`src/rtl/ram8_arbiter_if.sv`:
```
// Bundle of everything ram8_arbiter exchanges with its two requesters and
// with the ram8 instance it fronts. The slave modport is the arbiter's view,
// master is a requester's view, mem is the RAM's view.
interface ram8_arbiter_if #(
  parameter int DATA_W = 16,
  parameter int ADDR_W = 3
);
  // requester 0
  logic              req0;
  logic              we0;
  logic [ADDR_W-1:0] addr0;
  logic [DATA_W-1:0] wdata0;
  logic              gnt0;
  logic              rvalid0;
  logic [DATA_W-1:0] rdata0;

  // requester 1
  logic              req1;
  logic              we1;
  logic [ADDR_W-1:0] addr1;
  logic [DATA_W-1:0] wdata1;
  logic              gnt1;
  logic              rvalid1;
  logic [DATA_W-1:0] rdata1;

  // status
  logic              busy;

  // ram8 pins
  logic [DATA_W-1:0] ram_val;
  logic              ram_load;
  logic [ADDR_W-1:0] ram_address;
  logic [DATA_W-1:0] ram_out;

  modport slave (
    input  req0, we0, addr0, wdata0,
    output gnt0, rvalid0, rdata0,
    input  req1, we1, addr1, wdata1,
    output gnt1, rvalid1, rdata1,
    output busy,
    output ram_val, ram_load, ram_address,
    input  ram_out
  );

  modport master (
    output req0, we0, addr0, wdata0,
    input  gnt0, rvalid0, rdata0,
    output req1, we1, addr1, wdata1,
    input  gnt1, rvalid1, rdata1,
    input  busy
  );

  modport mem (
    input  ram_val, ram_load, ram_address,
    output ram_out
  );
endinterface

```
`src/rtl/ram8_arbiter.sv`:
```
// Two-port round-robin front end for a single ram8 (synchronous write,
// combinational read). After reset it zeroes every word, then grants at most
// one access per cycle and registers read data back to the winner.
module ram8_arbiter #(
  parameter int                DATA_W   = 16,
  parameter int                ADDR_W   = 3,
  parameter logic [DATA_W-1:0] INIT_VAL = '0
) (
  input  logic          clk,
  input  logic          rst_n,
  ram8_arbiter_if.slave bus
);

  typedef enum logic {
    S_INIT,
    S_RUN
  } state_t;

  localparam logic [ADDR_W-1:0] LAST_ADDR = '1;

  state_t            state;
  logic [ADDR_W-1:0] init_ptr;
  logic              last;      // port that won the most recent grant
  logic              busy_q;
  logic              rvalid0_q;
  logic              rvalid1_q;
  logic [DATA_W-1:0] rdata0_q;
  logic [DATA_W-1:0] rdata1_q;

  logic              gnt0;
  logic              gnt1;
  logic              rd0;
  logic              rd1;

  // Round-robin pick: a lone requester always wins, a tie goes to the port
  // that did not win last time.
  always_comb begin
    // NOTE: every combinational output gets a default first so no path
    // leaves it unassigned and a latch cannot be inferred.
    gnt0 = 1'b0;
    gnt1 = 1'b0;
    if (state == S_RUN) begin
      gnt0 = bus.req0 && (!bus.req1 || last);
      gnt1 = bus.req1 && (!bus.req0 || !last);
    end
  end

  assign rd0 = gnt0 && !bus.we0;
  assign rd1 = gnt1 && !bus.we1;

  // Drive the RAM pins: clear pattern while initialising, else the winner.
  always_comb begin
    bus.ram_load    = 1'b0;
    bus.ram_address = '0;
    bus.ram_val     = '0;
    // NOTE: state already sits in S_INIT while rst_n is low, so rst_n gates
    // the clear write here to keep the RAM untouched during reset itself
    // while still writing word 0 on the very first edge after release.
    if (rst_n && state == S_INIT) begin
      bus.ram_load    = 1'b1;
      bus.ram_address = init_ptr;
      bus.ram_val     = INIT_VAL;
    end else if (gnt0) begin
      bus.ram_load    = bus.we0;
      bus.ram_address = bus.addr0;
      bus.ram_val     = bus.wdata0;
    end else if (gnt1) begin
      bus.ram_load    = bus.we1;
      bus.ram_address = bus.addr1;
      bus.ram_val     = bus.wdata1;
    end
  end

  // Sequencer state, round-robin history and the read-return registers.
  always_ff @(posedge clk or negedge rst_n) begin
    // NOTE: sequential state uses non-blocking assignments so every register
    // samples pre-edge values regardless of statement order.
    if (!rst_n) begin
      state     <= S_INIT;
      init_ptr  <= '0;
      last      <= 1'b1;
      busy_q    <= 1'b1;
      rvalid0_q <= 1'b0;
      rvalid1_q <= 1'b0;
      rdata0_q  <= '0;
      rdata1_q  <= '0;
    end else begin
      case (state)
        S_INIT: begin
          init_ptr <= init_ptr + ADDR_W'(1);
          if (init_ptr == LAST_ADDR) begin
            state  <= S_RUN;
            busy_q <= 1'b0;
          end
        end
        S_RUN: begin
          rvalid0_q <= rd0;
          rvalid1_q <= rd1;
          if (rd0) rdata0_q <= bus.ram_out;
          if (rd1) rdata1_q <= bus.ram_out;
          if (gnt0)      last <= 1'b0;
          else if (gnt1) last <= 1'b1;
        end
        default: state <= S_INIT;
      endcase
    end
  end

  assign bus.gnt0    = gnt0;
  assign bus.gnt1    = gnt1;
  assign bus.rvalid0 = rvalid0_q;
  assign bus.rvalid1 = rvalid1_q;
  assign bus.rdata0  = rdata0_q;
  assign bus.rdata1  = rdata1_q;
  assign bus.busy    = busy_q;

endmodule

```
`src/flat_wrapper.sv`:
```
// flat-port wrapper written by rule: the top's interface ports become plain ports
module ram8_arbiter_flat 
#(
  parameter int                DATA_W   = 16,
  parameter int                ADDR_W   = 3,
  parameter logic [DATA_W-1:0] INIT_VAL = '0
)
  (clk, rst_n, bus_req0, bus_we0, bus_addr0, bus_wdata0, bus_gnt0, bus_rvalid0, bus_rdata0, bus_req1, bus_we1, bus_addr1, bus_wdata1, bus_gnt1, bus_rvalid1, bus_rdata1, bus_busy, bus_ram_val, bus_ram_load, bus_ram_address, bus_ram_out);
  ram8_arbiter_if #(.DATA_W(DATA_W), .ADDR_W(ADDR_W)) bus_i ();
  input  logic clk;
  input  logic rst_n;
  input wire logic [$bits(bus_i.req0)-1:0] bus_req0;
  input wire logic [$bits(bus_i.we0)-1:0] bus_we0;
  input wire logic [$bits(bus_i.addr0)-1:0] bus_addr0;
  input wire logic [$bits(bus_i.wdata0)-1:0] bus_wdata0;
  output wire logic [$bits(bus_i.gnt0)-1:0] bus_gnt0;
  output wire logic [$bits(bus_i.rvalid0)-1:0] bus_rvalid0;
  output wire logic [$bits(bus_i.rdata0)-1:0] bus_rdata0;
  input wire logic [$bits(bus_i.req1)-1:0] bus_req1;
  input wire logic [$bits(bus_i.we1)-1:0] bus_we1;
  input wire logic [$bits(bus_i.addr1)-1:0] bus_addr1;
  input wire logic [$bits(bus_i.wdata1)-1:0] bus_wdata1;
  output wire logic [$bits(bus_i.gnt1)-1:0] bus_gnt1;
  output wire logic [$bits(bus_i.rvalid1)-1:0] bus_rvalid1;
  output wire logic [$bits(bus_i.rdata1)-1:0] bus_rdata1;
  output wire logic [$bits(bus_i.busy)-1:0] bus_busy;
  output wire logic [$bits(bus_i.ram_val)-1:0] bus_ram_val;
  output wire logic [$bits(bus_i.ram_load)-1:0] bus_ram_load;
  output wire logic [$bits(bus_i.ram_address)-1:0] bus_ram_address;
  input wire logic [$bits(bus_i.ram_out)-1:0] bus_ram_out;
  assign bus_i.req0 = bus_req0;
  assign bus_i.we0 = bus_we0;
  assign bus_i.addr0 = bus_addr0;
  assign bus_i.wdata0 = bus_wdata0;
  assign bus_gnt0 = bus_i.gnt0;
  assign bus_rvalid0 = bus_i.rvalid0;
  assign bus_rdata0 = bus_i.rdata0;
  assign bus_i.req1 = bus_req1;
  assign bus_i.we1 = bus_we1;
  assign bus_i.addr1 = bus_addr1;
  assign bus_i.wdata1 = bus_wdata1;
  assign bus_gnt1 = bus_i.gnt1;
  assign bus_rvalid1 = bus_i.rvalid1;
  assign bus_rdata1 = bus_i.rdata1;
  assign bus_busy = bus_i.busy;
  assign bus_ram_val = bus_i.ram_val;
  assign bus_ram_load = bus_i.ram_load;
  assign bus_ram_address = bus_i.ram_address;
  assign bus_i.ram_out = bus_ram_out;
  ram8_arbiter #(.DATA_W(DATA_W), .ADDR_W(ADDR_W), .INIT_VAL(INIT_VAL)) u_core (.clk(clk), .rst_n(rst_n), .bus(bus_i));
endmodule
```
`config.mk`:
```
export PLATFORM = sky130hd
export DESIGN_NAME = ram8_arbiter_flat
export DESIGN_NICKNAME = d
export VERILOG_FILES = /design/src/rtl/ram8_arbiter_if.sv /design/src/rtl/ram8_arbiter.sv /design/src/flat_wrapper.sv
export SDC_FILE = /design/constraint.sdc
export NUM_CORES = 1
export LEC_CHECK = 0
export CAP_MARGIN = 20
export CORE_UTILIZATION = 39
export DETAILED_ROUTE_END_ITERATION = 16
export HOLD_SLACK_MARGIN = 0.15
export PLACE_DENSITY = 0.95
export SYNTH_ARGS = -nofsm -noshare
export SYNTH_HDL_FRONTEND = slang
export SYNTH_SLANG_ARGS = --single-unit
```
`constraint.sdc`:
```
create_clock -name clk -period 3.2 [get_ports clk]
set_clock_uncertainty 0.15 [all_clocks]
set_input_delay 0.8 -clock clk [delete_from_list [all_inputs] [get_ports clk]]
set_output_delay 0.8 -clock clk [all_outputs]
set_load 0.02 [all_outputs]
```
==> results.toml <==
[run_status]
status = "completed"

[pwr]
peakVddDrop_uv = 450
power_leakage_nw = 1.40
power_density_nw_per_um2 = 506

[floorplan]
die_h_um = 70.3
start_util_pct = 41.2
chipWidth_um = 70.3
die-area_um2 = 4940
rows = 24
ioPinCount = 117
core_area_um2 = 4410

[critical_path]
r2r_slack_ns = 1.32
critPathMaxFanout = 11
critPathLaunchType = "input pin"
critPathKind = "in -> out"
end_kind = "primary output"
cp.arrival_ns = 2.22
max_stage_delay_ns = 0.55
critPathSlowestCell = "clkdlybuf4s50_1"
critical_path_required_ns = 2.25
cp_cell_sequence = "clkdlybuf4s50_1 > nand2_2 > a21oi_4 > buf_6 > a22o_1 > clkdlybuf4s15_1"

[global_route]
busiest_layer = "met2"
grt_usage_pct = 20.2
grt_pass1_vias = 1543
overflow = 0
antenna_found_initial = 0
global_route.usage.met1_pct = 23.8
grtUsageMet3_pct = 7.94
grt_pass1_wl_um = 7620
grt_use_met2_pct = 34.2
grt_max_degree = 41

[clock_network]
htreeDepth = 2
clk_latency_ns = 0.29
cts.sinks = 40
clockBufferDepth = 2
cts-buffers-inserted = 5
cts_root_buffer = "clkbuf_8"
path_clk_slew_ns = 0.07
cts_tree = "done"

[yosys]
yosysSeqAreaShare_pct = 55.2
ys_ff_latch = 40
yosys.area.top_type_share_pct = 52.3
yosysWarnings = 0
yosysTopAreaCell = "dfrtp_1"
ys_async_sr_fraction_pct = 100
synth.avg_cell_area_um2 = 14.9
syn_nets = 184
synth_cell_types = 25
synth_cells = 122
synth.area.top_cells = "dfrtp_1 (52%), mux2_2 (15%), a22o_1 (7.7%)"
synthesis.area_um2 = 1820
synth_edf_count = 0
synth-main-ff-cell = "dfrtp_1"

[min_path]
hold_path.class = "reg -> reg"

[timing]
tns_ns = 0
drv_slew = 0
worst_pin_slew_ns = 0.489
finalHoldViolCount = 0
rsz0062_at_grt = "yes"
whs_ns = 0.333
finalSetupViolCount = 0
slew_headroom_pct = 67.4
max_clock_freq_mhz = 316
min_period_ns = 3.17
post-route-period-util_pct = 99.0

[route]
via_per_inst = 4.94
vias = 1503
wl_um = 4940
drt_iter0_markers = 65
drc = 0
ant_nets = 0
first_pass_iters = 2
post_drt_wl_per_cell_um = 16.2

[finish]
final_cell_area_um2 = 3120
fill_cells = 318
num_antenna_cells = 0
final_cells = 304
nets = 314
syn_to_final_growth_pct = 71.7
drive_gt1_share_pct = 33.3

[place]
place_hpwl_um = 3580
postPlaceCellArea_um2 = 3080
place.gp.congestion = 0.725
dp.cells = 294
io_buffers = 116

[job]
drv_cap = 0
-- kinds of logic (layout without fill, tap and decap cells) --
logic type,count (synthesis),in the layout,share of synthesized area (%)
compound gates,28,28,14.2
xor+xnor,1,1,0.482
fa+ha+maj,2,2,1.38
buf+inv,9,139,3.37
flops,40,40,55.2
mux,34,34,22.9
simple gates,8,8,2.48
-- flip-flops by register name, summed over array words and instances (netlist names) --
signal	count
u_core.last	1
u_core.bus.rvalid0	1
u_core.state	1
u_core.bus.rdata0	16
u_core.bus.rvalid1	1
u_core.bus.rdata1	16
u_core.bus.busy	1
u_core.init_ptr	3
-- synth_stat cells, drive strengths merged (3+ instances only) --
master / n
dfrtp: 38
clkbuf: 4
a22o: 16
a221o: 4
and2: 3
mux2: 34
buf: 3
nand2: 3
-- critical path, delay by kind of cell --
kind,cells,cell delay (ns)
buf+inv,3,1.02
simple gates,1,0.10
compound gates,2,0.29
-- layout by cell type, fill, tap and decap left out, types with 2 or more instances in the layout --
cell type        instances
a211oi_4                 2
a221o_1                  4
a22o_1                  16
and2_1                   3
buf_4                    9
buf_6                    4
clkbuf_2                18
clkbuf_8                 5
clkdlybuf4s50_1         92
dfrtp_1                 38
dfstp_2                  2
dlygate4sd2_1            2
ha_1                     2
mux2_2                  25
mux2_4                   9
nand2_1                  2
-- layer usage --
metal / routed length [um] / share of wire (%)
met1: 1940 / 39
met2: 2560 / 52
met3: 403 / 8.2
met4: 34 / 0.69
met5: 0 / 0
-- stage by stage --
step                power (mW)  utilization [%]  setup slack, ns
finish                    1.58             70.7           0.0335
global route              1.66             70.7          -0.0316
CTS                       1.59             71.4          0.00327
detailed placement        1.29             69.8           -0.331
global placement          1.28             69.8           -0.285
floorplan                0.943                -            0.420
-- what timing repair did --
action / in CTS / in global routing
hold buffers: 0 / 0
setup buffers: 0 / 1
gates cloned: 0 / 2
endpoints found under the setup margin: 22 / 20
resized for setup: 34 / 39
-- area by class of cell --
cell class | count | area (um2) | area share [%]
repair buffers | 130 | 1200 | 38.4
flip-flops and latches | 40 | 1000 | 32.1
multi-input cells | 73 | 769 | 24.6
clock buffers | 6 | 72.6 | 2.32
well taps | 52 | 65.1 | 2.08
inverters | 2 | 7.51 | 0.240
clock inverters | 1 | 5.00 | 0.160
-- final timing paths --
| check | start | end | depth (start not counted) |
|---|---|---|---|
| max | bus_req1 | bus_ram_val[6] | 6 |
| min | u_core.bus.busy | u_core.bus.busy | 1 |
| max reg2reg | u_core.state | u_core.bus.rdata0[15] | 5 |
| min reg2reg | u_core.bus.busy | u_core.bus.busy | 1 |
| max in group asynchronous | rst_n | u_core.last | 2 |
| min in group asynchronous | rst_n | u_core.bus.rvalid0 | 2 |
-- where the power goes --
group          total [mW]  internal [mW]  switching [mW]
Clock               0.311          0.148           0.163
Sequential          0.645          0.594          0.0511
Combinational       0.625          0.347           0.279
Note: power is estimated with default switching activity, not from simulation.
